[src/rtl/calc_sequencer.sv]
// Calculator control sequencer: synchronises and debounces the execute button,
// snapshots op/operand, waits out ALU latency, then strobes the accumulator.
module calc_sequencer #(
  parameter int unsigned DEBOUNCE_CYCLES = 250000,
  parameter int unsigned ALU_LATENCY     = 2,
  parameter logic [3:0]  MAX_OP          = 4'h9
) (
  input  logic        clk,
  input  logic        btnac,
  input  logic        btnc,
  input  logic [3:0]  op_sel,
  input  logic [15:0] sw,
  input  logic        alu_ovf,
  output logic [3:0]  alu_op,
  output logic [15:0] operand_b,
  output logic        acc_load,
  output logic        busy,
  output logic        ovf_flag,
  output logic        err_flag,
  output logic [7:0]  op_count
);

  localparam int unsigned DBW = $clog2(DEBOUNCE_CYCLES + 1);
  localparam int unsigned WW  = (ALU_LATENCY > 1) ? $clog2(ALU_LATENCY) : 1;

  typedef enum logic [1:0] {IDLE, EXEC, COMMIT, RELEASE} state_e;

  state_e          state_q, state_d;
  logic [1:0]      sync_q;
  logic [DBW-1:0]  db_cnt_q, db_cnt_d;
  logic            db_level_q, db_level_d;
  logic            db_prev_q;
  logic            press;
  logic [WW-1:0]   wait_q, wait_d;
  logic [3:0]      alu_op_q, alu_op_d;
  logic [15:0]     operand_b_q, operand_b_d;
  logic            acc_load_q, acc_load_d;
  logic            busy_q, busy_d;
  logic            ovf_q, ovf_d;
  logic            err_q, err_d;
  logic [7:0]      count_q, count_d;

  always_comb begin
    db_cnt_d   = db_cnt_q;
    db_level_d = db_level_q;
    if (sync_q[1] == db_level_q) begin
      db_cnt_d = '0;
    end else if (db_cnt_q == DBW'(DEBOUNCE_CYCLES - 1)) begin
      // This cycle is the DEBOUNCE_CYCLES-th consecutive differing sample.
      db_level_d = ~db_level_q;
      db_cnt_d   = '0;
    end else begin
      db_cnt_d = db_cnt_q + 1'b1;
    end
  end

  assign press = db_level_q & ~db_prev_q;

  always_comb begin
    state_d     = state_q;
    wait_d      = wait_q;
    alu_op_d    = alu_op_q;
    operand_b_d = operand_b_q;
    ovf_d       = ovf_q;
    err_d       = err_q;
    count_d     = count_q;
    unique case (state_q)
      IDLE: begin
        if (press) begin
          if (op_sel <= MAX_OP) begin
            alu_op_d    = op_sel;
            operand_b_d = sw;
            err_d       = 1'b0;
            wait_d      = WW'(ALU_LATENCY - 1);
            state_d     = EXEC;
          end else begin
            err_d   = 1'b1;
            state_d = RELEASE;
          end
        end
      end
      EXEC: begin
        if (wait_q == '0) state_d = COMMIT;
        else              wait_d  = wait_q - 1'b1;
      end
      COMMIT: begin
        ovf_d   = ovf_q | alu_ovf;
        count_d = count_q + 8'd1;
        state_d = RELEASE;
      end
      RELEASE: begin
        if (!db_level_q) state_d = IDLE;
      end
      default: state_d = IDLE;
    endcase
    // Strobe and busy are registered from the next state so they align with it.
    acc_load_d = (state_d == COMMIT);
    busy_d     = (state_d != IDLE);
  end

  always_ff @(posedge clk) begin
    if (btnac) begin
      state_q     <= IDLE;
      sync_q      <= '0;
      db_cnt_q    <= '0;
      db_level_q  <= 1'b0;
      db_prev_q   <= 1'b0;
      wait_q      <= '0;
      alu_op_q    <= '0;
      operand_b_q <= '0;
      acc_load_q  <= 1'b0;
      busy_q      <= 1'b0;
      ovf_q       <= 1'b0;
      err_q       <= 1'b0;
      count_q     <= '0;
    end else begin
      state_q     <= state_d;
      sync_q      <= {sync_q[0], btnc};
      db_cnt_q    <= db_cnt_d;
      db_level_q  <= db_level_d;
      db_prev_q   <= db_level_q;
      wait_q      <= wait_d;
      alu_op_q    <= alu_op_d;
      operand_b_q <= operand_b_d;
      acc_load_q  <= acc_load_d;
      busy_q      <= busy_d;
      ovf_q       <= ovf_d;
      err_q       <= err_d;
      count_q     <= count_d;
    end
  end

  assign alu_op    = alu_op_q;
  assign operand_b = operand_b_q;
  assign acc_load  = acc_load_q;
  assign busy      = busy_q;
  assign ovf_flag  = ovf_q;
  assign err_flag  = err_q;
  assign op_count  = count_q;

endmodule

[config.mk]
export PLATFORM = sky130hd
export DESIGN_NAME = calc_sequencer
export DESIGN_NICKNAME = d
export VERILOG_FILES = /design/src/rtl/calc_sequencer.sv
export SDC_FILE = /design/constraint.sdc
export NUM_CORES = 1
export LEC_CHECK = 0
export BUFFER_PORTS_ARGS = -buffer_cell sky130_fd_sc_hd__buf_2
export CORE_MARGIN = 1.5
export CORE_UTILIZATION = 45
export CTS_CLUSTER_SIZE = 8
export DETAILED_ROUTE_END_ITERATION = 8
export GPL_ROUTABILITY_DRIVEN = 1
export PLACE_DENSITY_LB_ADDON = 0.12
export SETUP_SLACK_MARGIN = 0.5
export SLEW_MARGIN = 15
export SYNTH_ARGS = -nofsm -noshare
export SYNTH_HDL_FRONTEND = slang
export SYNTH_SLANG_ARGS = --single-unit
export TNS_END_PERCENT = 5
[constraint.sdc]
create_clock -name clk -period 2.7 [get_ports clk]
set_clock_uncertainty 0.2 [all_clocks]
set_input_delay 0.675 -clock clk [delete_from_list [all_inputs] [get_ports clk]]
set_output_delay 0.675 -clock clk [all_outputs]
set_load 0.02 [all_outputs]
==> out/qor.csv, run 1 <==
metric;value;unit
Seq cells post-synth;57;
Max-slew headroom;52.64;%
# IOs;56;
Layout Nets;344;
Unique masters post-synth;35;
static leakage;1.083;nW
Cells after Synth;257;
post-synthesis compound-gate area fraction;8.333;%
crit start category;flop;
die area;5543;um2
post-synthesis mux area share;1.362;%
synth top area cells;dfxtp_1 50%, nand2_1 7.8%, a21oi_1 4.8%;
hold_buf cts;0;
Die X-Extent;74.45;um
hold path start;sync_q[0];
Overflow after GRT;0;
maximum VDD drop;320.1;uV
kind of critical path;flop to flop;
Post-Synthesis Cell Area;2297;um2
DR vias/cell;4.807;
Final min period;1.997;ns
clk sinks;57;
routed length per instance;11.56;um
ANT cells;0;
placer congestion estimate;0.7491;
Max-Cap Viols;0;
first drt pass iteration count;4;
Rows;25;
Post-DRT Antenna Nets;0;
TritonCTS clock tree;built;
Synth top area share;49.67;%
fin crit share;73.96;%
post-synthesis xor/xnor area fraction;8.769;%
fmax;500.8;MHz
clock latency on the worst-skew pair;0.34;ns
Area after DPL;2640;um2
H-Tree Level Count;3;
power per cell area;573.3;nW/um2
initial drt markers;68;
RSZ-0062 raised after global routing;no;
P&R area growth vs syn;22.60;%
Longest Clk Path Bufs;2;
initial antenna violation count;0;
worst stage delay on the critical path;0.43;ns
Worst Hold Depth;1;
Fill cells;472;
Worst Setup End Kind;flop;
Core Box Area;4817;um2
Hold WC Path Type;flop to flop;
share of layout cells above drive strength 1;27.33;%
Routed WL;4497;um
Clk pin slew, worst setup/hold paths;0.06;ns
input/output buffers;55;
CP max stage cell;nor4_1;
GRT Overall Usage;17.38;%
syn_nets;283;
largest family of logic cells by synthesized area;simple AND/OR/NAND/NOR gates;
Die Height;74.45;um
DRC viols;0;
status;complete, no violations;
Worst R2R Path Depth;4;
first-pass GRT wire length;7238;um
post-CTS resize count;0;
Final Max Tran Viols;0;
endpoints failing setup;0;
vias in the first global route;1596;
Post-synth ARST share;0;%
syn_area_per_cell;8.939;um2
worst r2r dst;db_level_q;
detailed-placement wirelength estimate;3104;um
Post-synth top flop;dfxtp_1;
Post-Synth Adder-Cell Area;1.089;%
post-CTS setup buffer count;0;
crit-path max FO;5;
Sum Neg Setup Slack;0;ns
Slew @ Worst Pin;0.7090;ns
Hold Path Sink;sync_q[1];
simple-gate share of the synthesized area;28.27;%
YS warnings;0;
design area;2816;um2
root buf cell;clkbuf_8;
FF-to-FF Start;db_cnt_q[0];
Seq/Total Area, Yosys;49.67;%
CP required;2.72;ns
ordered cell list for the critical path;ha_1 > nand3_1 > nor4_1 > mux2_2;
crit path DAT;2.02;ns
CTS buffer count;9;
EDFF count, synth;0;
r2r setup slk;0.70;ns
Synth area leader;dfxtp_1;
initial core utilization;47.69;%
largest net degree at the start of global routing;26;
Final Hold Viols;0;
vias;1870;
## routing by layer
| layer | GRT usage [%] | up-vias | share of wire (%) | routed length, um |
|---|---|---|---|---|
| li1 | - | 995 | - | - |
| met1 | 22.46 | 835 | 50 | 2245 |
| met2 | 25.30 | 32 | 45 | 2005 |
| met3 | 7.317 | 8 | 3.8 | 171 |
| met4 | 7.879 | 0 | 1.7 | 75 |
| met5 | 0 | - | 0 | 0 |
## sequential cells by signal (all words and copies together) (netlist names)
register	cells
op_count	8
operand_b	16
sync_q	2
state_q	2
db_prev_q	1
db_level_q	1
db_cnt_q	18
wait_q	1
busy	1
alu_op	4
ovf_flag	1
err_flag	1
acc_load	1
## worst max-delay path, delay by kind of cell, from the launching register on
family,cells,cell delay (ns)
and+or+nand+nor,2,0.63
adders and majority gates,1,0.28
muxes,1,0.38
DFF,1,0.40
## placed cells by master (no fill, tap or decap), drive strengths merged, types with 3 or more instances in the layout
cell type | synthesis | final
nor3 | 4 | 4
nand3 | 7 | 7
buf | 3 | 59
xnor2 | 12 | 12
inv | 3 | 3
clkbuf | 6 | 11
nor4 | 8 | 8
dfxtp | 57 | 57
nor2 | 35 | 35
clkinv | 0 | 3
xor2 | 11 | 11
nor2b | 7 | 7
nand4 | 11 | 11
nand2 | 48 | 48
a31oi | 3 | 3
a21oi | 22 | 22
nor4b | 3 | 3
## where the power goes
part / internal [mW] / switching (mW) / leakage (nW)
registers: 0.843 / 0.00101 / 0.459
logic: 0.0172 / 0.0192 / 0.531
clock network: 0.416 / 0.318 / 0.0929
total: 1.28 / 0.338 / 1.08
## cell families (layout without fill, tap and decap cells)
| family | after synthesis | in the layout |
|---|---|---|
| compound gates | 31 | 31 |
| xor+xnor | 23 | 23 |
| fa+ha+maj | 2 | 2 |
| buf+inv | 12 | 77 |
| flops | 57 | 57 |
| mux | 3 | 3 |
| simple gates | 129 | 129 |
## layout make-up
class | instances | area (um2) | share of cell area [%]
repair buffers | 59 | 305.3 | 10.84
multi-input cells | 188 | 1099 | 39.00
flip-flops and latches | 57 | 1141 | 40.52
clock inverters | 4 | 45.04 | 1.599
clock buffers | 11 | 131.4 | 4.665
inverters | 3 | 11.26 | 0.3998
well taps | 67 | 83.83 | 2.976
## per-stage QoR
step	cells	power (mW)	util [%]	setup slack (ns)	hold slack (ns)
after floorplan	257	0.8777	-	0.8227	0.2138
after global placement	374	0.8988	54.81	0.6277	0.2162
after detailed placement	374	0.8991	54.81	0.6012	0.2287
after CTS	389	1.634	58.47	0.6851	0.2429
after global routing	389	1.675	58.47	0.5686	0.2686
final	389	1.615	58.47	0.7032	0.2483
## Yosys cell counts (all sizes together) (2+ instances only)
cell type  instances
and3               2
a31oi              3
nand3              7
nor4b              3
nor2              35
dfxtp             57
clkbuf             6
nor2b              7
nand2             48
ha                 2
inv                3
xnor2             12
and2               2
mux2i              2
nor3               4
nor4               8
buf                3
a21oi             22
xor2              11
nand4             11
## worst max path at each step
stage,startpoint,endpoint,depth (start not counted)
after floorplan,db_cnt_q[0],db_cnt_q[10],5
after global placement,op_sel[1],operand_b[11],5
after detailed placement,op_sel[1],alu_op[0],5
after CTS,db_cnt_q[0],db_level_q,4
after global routing,db_cnt_q[0],db_level_q,4
final,db_cnt_q[0],db_level_q,4
(Power assumes the default switching activity.)
==> inputs of run 2 (changes only) <==
- clock period: 2.7 -> 1.7 ns (I/O delays scaled with it)
==> run 2 against run 1 <==
Against the previous run: the flow now finishes with violations (setup timing); sequential power grew 59%; first-iteration DRC count grew 34%; clock power grew 58%; fmax grew 10%; die area is the same; flip-flop and latch count is the same; core utilization grew 17 points; register-to-register slack lost 0.81 ns.
==> out/qor.csv, run 2 (synthesized netlist as in run 1, its figures left out) <==
metric;value;unit;change
static leakage;1.386;nW;+28%
fmax;553.2;MHz;+10%
kind of critical path;flop to flop;;
initial core utilization;47.69;%;unchanged
Longest Clk Path Bufs;2;;unchanged
endpoints failing setup;12;;+12
Non-Filler Instances;418;;+7.5%
die area;5543;um2;unchanged
clk sinks;57;;unchanged
fin crit share;106.3;%;+32 points
Final Max Tran Viols;0;;unchanged
Rows;25;;unchanged
Area after DPL;2849;um2;+7.9%
CP max stage cell;mux2_4;;
power per cell area;707.5;nW/um2;+23%
Final Hold Viols;0;;unchanged
hold_ws;0.1062;ns;-0.1422 ns
design area;3636;um2;+29%
first drt pass iteration count;4;;unchanged
Layout Nets;373;;+8.4%
Worst Setup End Kind;flop;;
Post-DRT Antenna Nets;0;;unchanged
Core Box Area;4817;um2;unchanged
crit-path max FO;2;;-3
H-Tree Level Count;3;;unchanged
first-pass GRT wire length;8838;um;+22%
DR vias/cell;5.091;;+5.9%
most flop-heavy register;db_cnt_q;;
max reg flops;18;;unchanged
vias in the first global route;2005;;+26%
initial drt markers;91;;+34%
Die X-Extent;74.45;um;unchanged
worst stage delay on the critical path;0.33;ns;-0.10 ns
Fill cells;352;;-25%
vias;2128;;+14%
routed length per instance;13.96;um;+21%
# IOs;56;;unchanged
hold_buf cts;0;;unchanged
violations in the final reports;setup timing;;
Clk pin slew, worst setup/hold paths;0.06;ns;about the same
placer congestion estimate;0.7299;;-2.6%
GRT Overall Usage;21.25;%;+3.9 points
CP required;1.72;ns;-1.00 ns
root buf cell;clkbuf_8;;
Slew @ Worst Pin;0.4128;ns;-0.2962 ns
Routed WL;5834;um;+30%
crit path DAT;1.83;ns;-0.19 ns
Die Height;74.45;um;unchanged
largest net degree at the start of global routing;21;;-19%
share of layout cells above drive strength 1;60.68;%;+33 points
ordered cell list for the critical path;nor4b_2 > nand4_1 > buf_4 > nor4_4 > mux2_4;;
initial antenna violation count;0;;unchanged
maximum VDD drop;578.7;uV;+81%
Max-Cap Viols;0;;unchanged
crit start category;flop;;
input/output buffers;55;;unchanged
commonest non-fill, non-tap cells in the layout;37 x dfxtp_2, 37 x buf_6, 26 x buf_4;;
CTS buffer count;9;;unchanged
RSZ-0062 raised after global routing;yes;;
TritonCTS clock tree;built;;
Max-slew headroom;72.22;%;+20 points
Final WS setup;-0.1076;ns;-0.8108 ns
Final min period;1.808;ns;-0.1892 ns
DRC viols;0;;unchanged
detailed-placement wirelength estimate;3298;um;+6.3%
status;finished with violations;;
ANT cells;0;;unchanged
P&R area growth vs syn;58.28;%;
Overflow after GRT;0;;unchanged
clock latency on the worst-skew pair;0.33;ns;about the same
Hold WC Path Type;input pin to flop;;
Cells after DPL;400;;+7.0%
total power draw;2.572;mW;+59%
-- run 2: cell types whose count changed in the layout (fill, tap and decap cells not counted), moves of 3 or more --
| cell | delta |
|---|---|
| a21oi_1 | -20 |
| a21oi_2 | +20 |
| buf_2 | -32 |
| buf_4 | +22 |
| buf_6 | +37 |
| clkbuf_8 | +3 |
| dfxtp_1 | -38 |
| dfxtp_2 | +37 |
| nand2_1 | -23 |
| nand2_2 | +17 |
| nand2_4 | +6 |
| nor2_1 | -3 |
-- run 2: metal layers --
| metal | global-route usage, % | up-vias | wire length, um |
|---|---|---|---|
| li1 | - | 1061 | - |
| met1 | 25.80 | 1010 | 2552 |
| met2 | 34.52 | 43 | 2959 |
| met3 | 5.827 | 14 | 168 |
| met4 | 10.91 | 0 | 154 |
| met5 | 0 | - | 0 |
-- run 2: worst paths after layout --
| check | start | to | slack [ns] | depth (start not counted) |
|---|---|---|---|---|
| setup / recovery | db_cnt_q[6] | db_level_q | -0.11 | 5 |
| hold / removal | btnc | sync_q[0] | 0.11 | 2 |
| setup reg to reg | db_cnt_q[6] | db_level_q | -0.11 | 5 |
| hold reg to reg | sync_q[0] | sync_q[1] | 0.24 | 1 |
-- run 2: power breakdown --
group / internal, mW / switching, mW
clock: 0.638 / 0.517
sequential: 1.34 / 0.00183
combinational: 0.0335 / 0.0456
total: 2.01 / 0.565
-- run 2: through the flow --
step                setup TNS, ns  setup slack (ns)  util [%]
floorplan                  -1.609           -0.1513         -
global placement           -1.300           -0.1086     59.14
detailed placement         -1.594           -0.1318     59.14
CTS                      -0.08159          -0.04972     72.23
global route               -2.115           -0.1604     75.48
finish                    -0.2363           -0.1076     75.48
-- run 2: final cells by class --
cell class | instances | area (um2) | share of cell area (%)
Clock buffer | 13 | 168.9 | 4.646
Clock inverter | 2 | 12.51 | 0.3441
Inverter | 3 | 11.26 | 0.3097
Tap cell | 67 | 83.83 | 2.306
Sequential cell | 57 | 1191 | 32.76
Timing Repair Buffer | 88 | 762.0 | 20.96
Multi-Input combinational cell | 188 | 1406 | 38.68
-- run 2: repair_timing --
| action | in CTS | in global routing |
|---|---|---|
| cloned | 0 | 0 |
| gates resized for setup | 157 | 27 |
| endpoints found under the hold margin | 0 | 0 |
| setup endpoints to repair | 85 | 85 |
| setup buffers | 0 | 3 |
| pin swaps | 84 | 27 |
-- run 2: critical path: cells and delay by family (launching register included) --
kind | cells | cell delay [ns]
multiplexers | 1 | 0.33
buffers and inverters | 1 | 0.17
flip-flops | 1 | 0.32
AND/OR/NAND/NOR | 3 | 0.67
==> inputs of run 3 (changes only) <==
==> constraint.sdc (replaced) <==
create_clock -name clk -period 1.7 [get_ports clk]
set_clock_uncertainty 0.2 [all_clocks]
set_input_delay 0.34 -clock clk [delete_from_list [all_inputs] [get_ports clk]]
set_output_delay 0.34 -clock clk [all_outputs]
set_load 0.02 [all_outputs]
==> run 3 against run 2 <==
Against the previous run: the flow still finishes with violations (setup timing); non-clock buffer count shrank 4; first-iteration DRC count shrank 25%; sequential power is essentially flat; register-to-register slack gained 0.05 ns; via count shrank 0.94%; fmax grew 3.0%; final cell count shrank 0.72%; worst hold slack lost 0.10 ns; critical endpoint is now db_cnt_q[5]; largest power group is now the clock network.
==> out/qor.csv, run 3 (synthesized netlist as in run 1, its figures left out) <==
metric;value;unit;change
Final WS setup;-0.05567;ns;+0.05189 ns
Reg area;1192;um2;+0.10%
Die Height;74.45;um;unchanged
endpoints failing setup;18;;+6
crit path DAT;1.79;ns;-0.04 ns
Rows;25;;unchanged
Max-slew headroom;76.09;%;+3.9 points
net switching power;0.5650;mW;about the same
Area after DPL;2841;um2;-0.26%
GRT Overall Usage;21.18;%;-0.068 points
TritonCTS clock tree;built;;
Final Hold Viols;0;;unchanged
Hold WC Path Type;input pin to flop;;
commonest non-fill, non-tap cells in the layout;38 x dfxtp_2, 38 x buf_6, 25 x nand2_1;;
clock latency on the worst-skew pair;0.34;ns;about the same
hold_ws;0.006313;ns;-0.09987 ns
power per cell area;780.4;nW/um2;+10%
first drt pass iteration count;4;;unchanged
Overflow after GRT;0;;unchanged
DR vias/cell;5.080;;-0.22%
status;finished with violations;;
Slew @ Worst Pin;0.3553;ns;-0.05752 ns
Final min period;1.756;ns;-0.05189 ns
Worst Setup End Kind;flop;;
Longest Clk Path Bufs;2;;unchanged
most flop-heavy register;db_cnt_q;;
Die X-Extent;74.45;um;unchanged
DRC viols;0;;unchanged
Sw Share;19.89;%;-2.1 points
ANT cells;0;;unchanged
share of layout cells above drive strength 1;59.77;%;-0.91 points
P&R area growth vs syn;58.44;%;
largest net degree at the start of global routing;24;;+14%
pre-CTS WS;-0.1493;ns;-0.01748 ns
violations in the final reports;setup timing;;
sequential power share;47.1;%;-4.9 points
vias;2108;;-0.94%
fin crit share;103.3;%;-3.1 points
crit start category;flop;;
placer congestion estimate;0.7342;;+0.59%
initial antenna violation count;0;;unchanged
Comb pwr share;2.7;%;-0.4 points
total power draw;2.840;mW;+10%
Max-Cap Viols;0;;unchanged
Post-DRT Antenna Nets;0;;unchanged
die area;5543;um2;unchanged
routed length per instance;13.70;um;-1.9%
kind of critical path;flop to flop;;
Routed WL;5684;um;-2.6%
H-Tree Level Count;3;;unchanged
r2r setup slk;-0.06;ns;+0.05 ns
# IOs;56;;unchanged
detailed-placement wirelength estimate;3364;um;+2.0%
vias in the first global route;1932;;-3.6%
design area;3640;um2;+0.10%
Final Max Tran Viols;0;;unchanged
CP required;1.73;ns;about the same
initial drt markers;68;;-25%
max reg flops;18;;unchanged
initial core utilization;47.69;%;unchanged
input/output buffers;55;;unchanged
post-CTS setup buffer count;0;;unchanged
Layout Nets;369;;-1.1%
crit-path max FO;6;;+4
root buf cell;clkbuf_8;;
CTS buffer count;9;;unchanged
P_int;2.275;mW;+13%
Core Box Area;4817;um2;unchanged
RSZ-0062 raised after global routing;yes;;
power share of the clock group;50.2;%;+5.3 points
fmax;569.6;MHz;+3.0%
Fill cells;340;;-3.4%
Clk pin slew, worst setup/hold paths;0.06;ns;about the same
multi-input logic area;1394;um2;-0.89%
fin util;75.56;%;+0.078 points
first-pass GRT wire length;8687;um;-1.7%
clk sinks;57;;unchanged
static leakage;1.356;nW;-2.1%
maximum VDD drop;544.6;uV;-5.9%
[run 3: cell count changes in the layout (fill, tap and decap cells not counted), sizes merged]
cell	change
buf	-4
bufinv	+2
clkbuf	+1
clkinv	-1
clkinvlp	-1
[run 3: cell type report]
type	instances	area share (%)
Inverter	3	0.3094
Clock inverter	2	1.650
Sequential cell	57	32.76
Tap cell	67	2.303
Timing Repair Buffer	84	20.21
Multi-Input combinational cell	188	38.30
Clock buffer	14	4.469
[run 3: routing by layer]
layer	vias up	wire (um)	track usage (%)
met1	991	2431	25.08
met3	10	223	4.201
met2	53	2930	35.42
met4	0	98	12.73
met5	-	0	0
li1	1054	-	-
[run 3: power groups by stage]
stage	Combinational, mW	Clock [mW]	Sequential [mW]
global placement	0.0615	0	1.37
floorplan	0.0245	0	1.37
detailed placement	0.0621	0	1.37
CTS	0.0720	1.45	1.34
global route	0.0821	1.50	1.34
finish	0.0766	1.43	1.34
[run 3: worst paths after layout]
| path | startpoint | to | depth (start not counted) |
|---|---|---|---|
| worst max register to register | db_cnt_q[2] | db_cnt_q[5] | 5 |
| worst max-delay path | db_cnt_q[2] | db_cnt_q[5] | 5 |
| worst min-delay path | btnc | sync_q[0] | 2 |
| worst min register to register | sync_q[0] | sync_q[1] | 1 |
[run 3: metrics by stage]
step | instances | TNS, ns
global placement | 399 | -1.196
detailed placement | 399 | -2.125
global route | 415 | -3.081
floorplan | 257 | -1.609
finish | 415 | -0.6131
CTS | 415 | -0.4877
[run 3: critical path, cell delays in order (launching register included)]
cell and delay (ns):
dfxtp_1 0.47, nand3_2 0.15, buf_6 0.15, o41ai_4 0.40
buf_4 0.22, nor2_1 0.05
[run 3: what timing repair did]
item,in CTS,in global routing
endpoints found under the setup margin,85,85
gates resized for setup,155,27
hold buffers,0,0
pin swaps,77,28
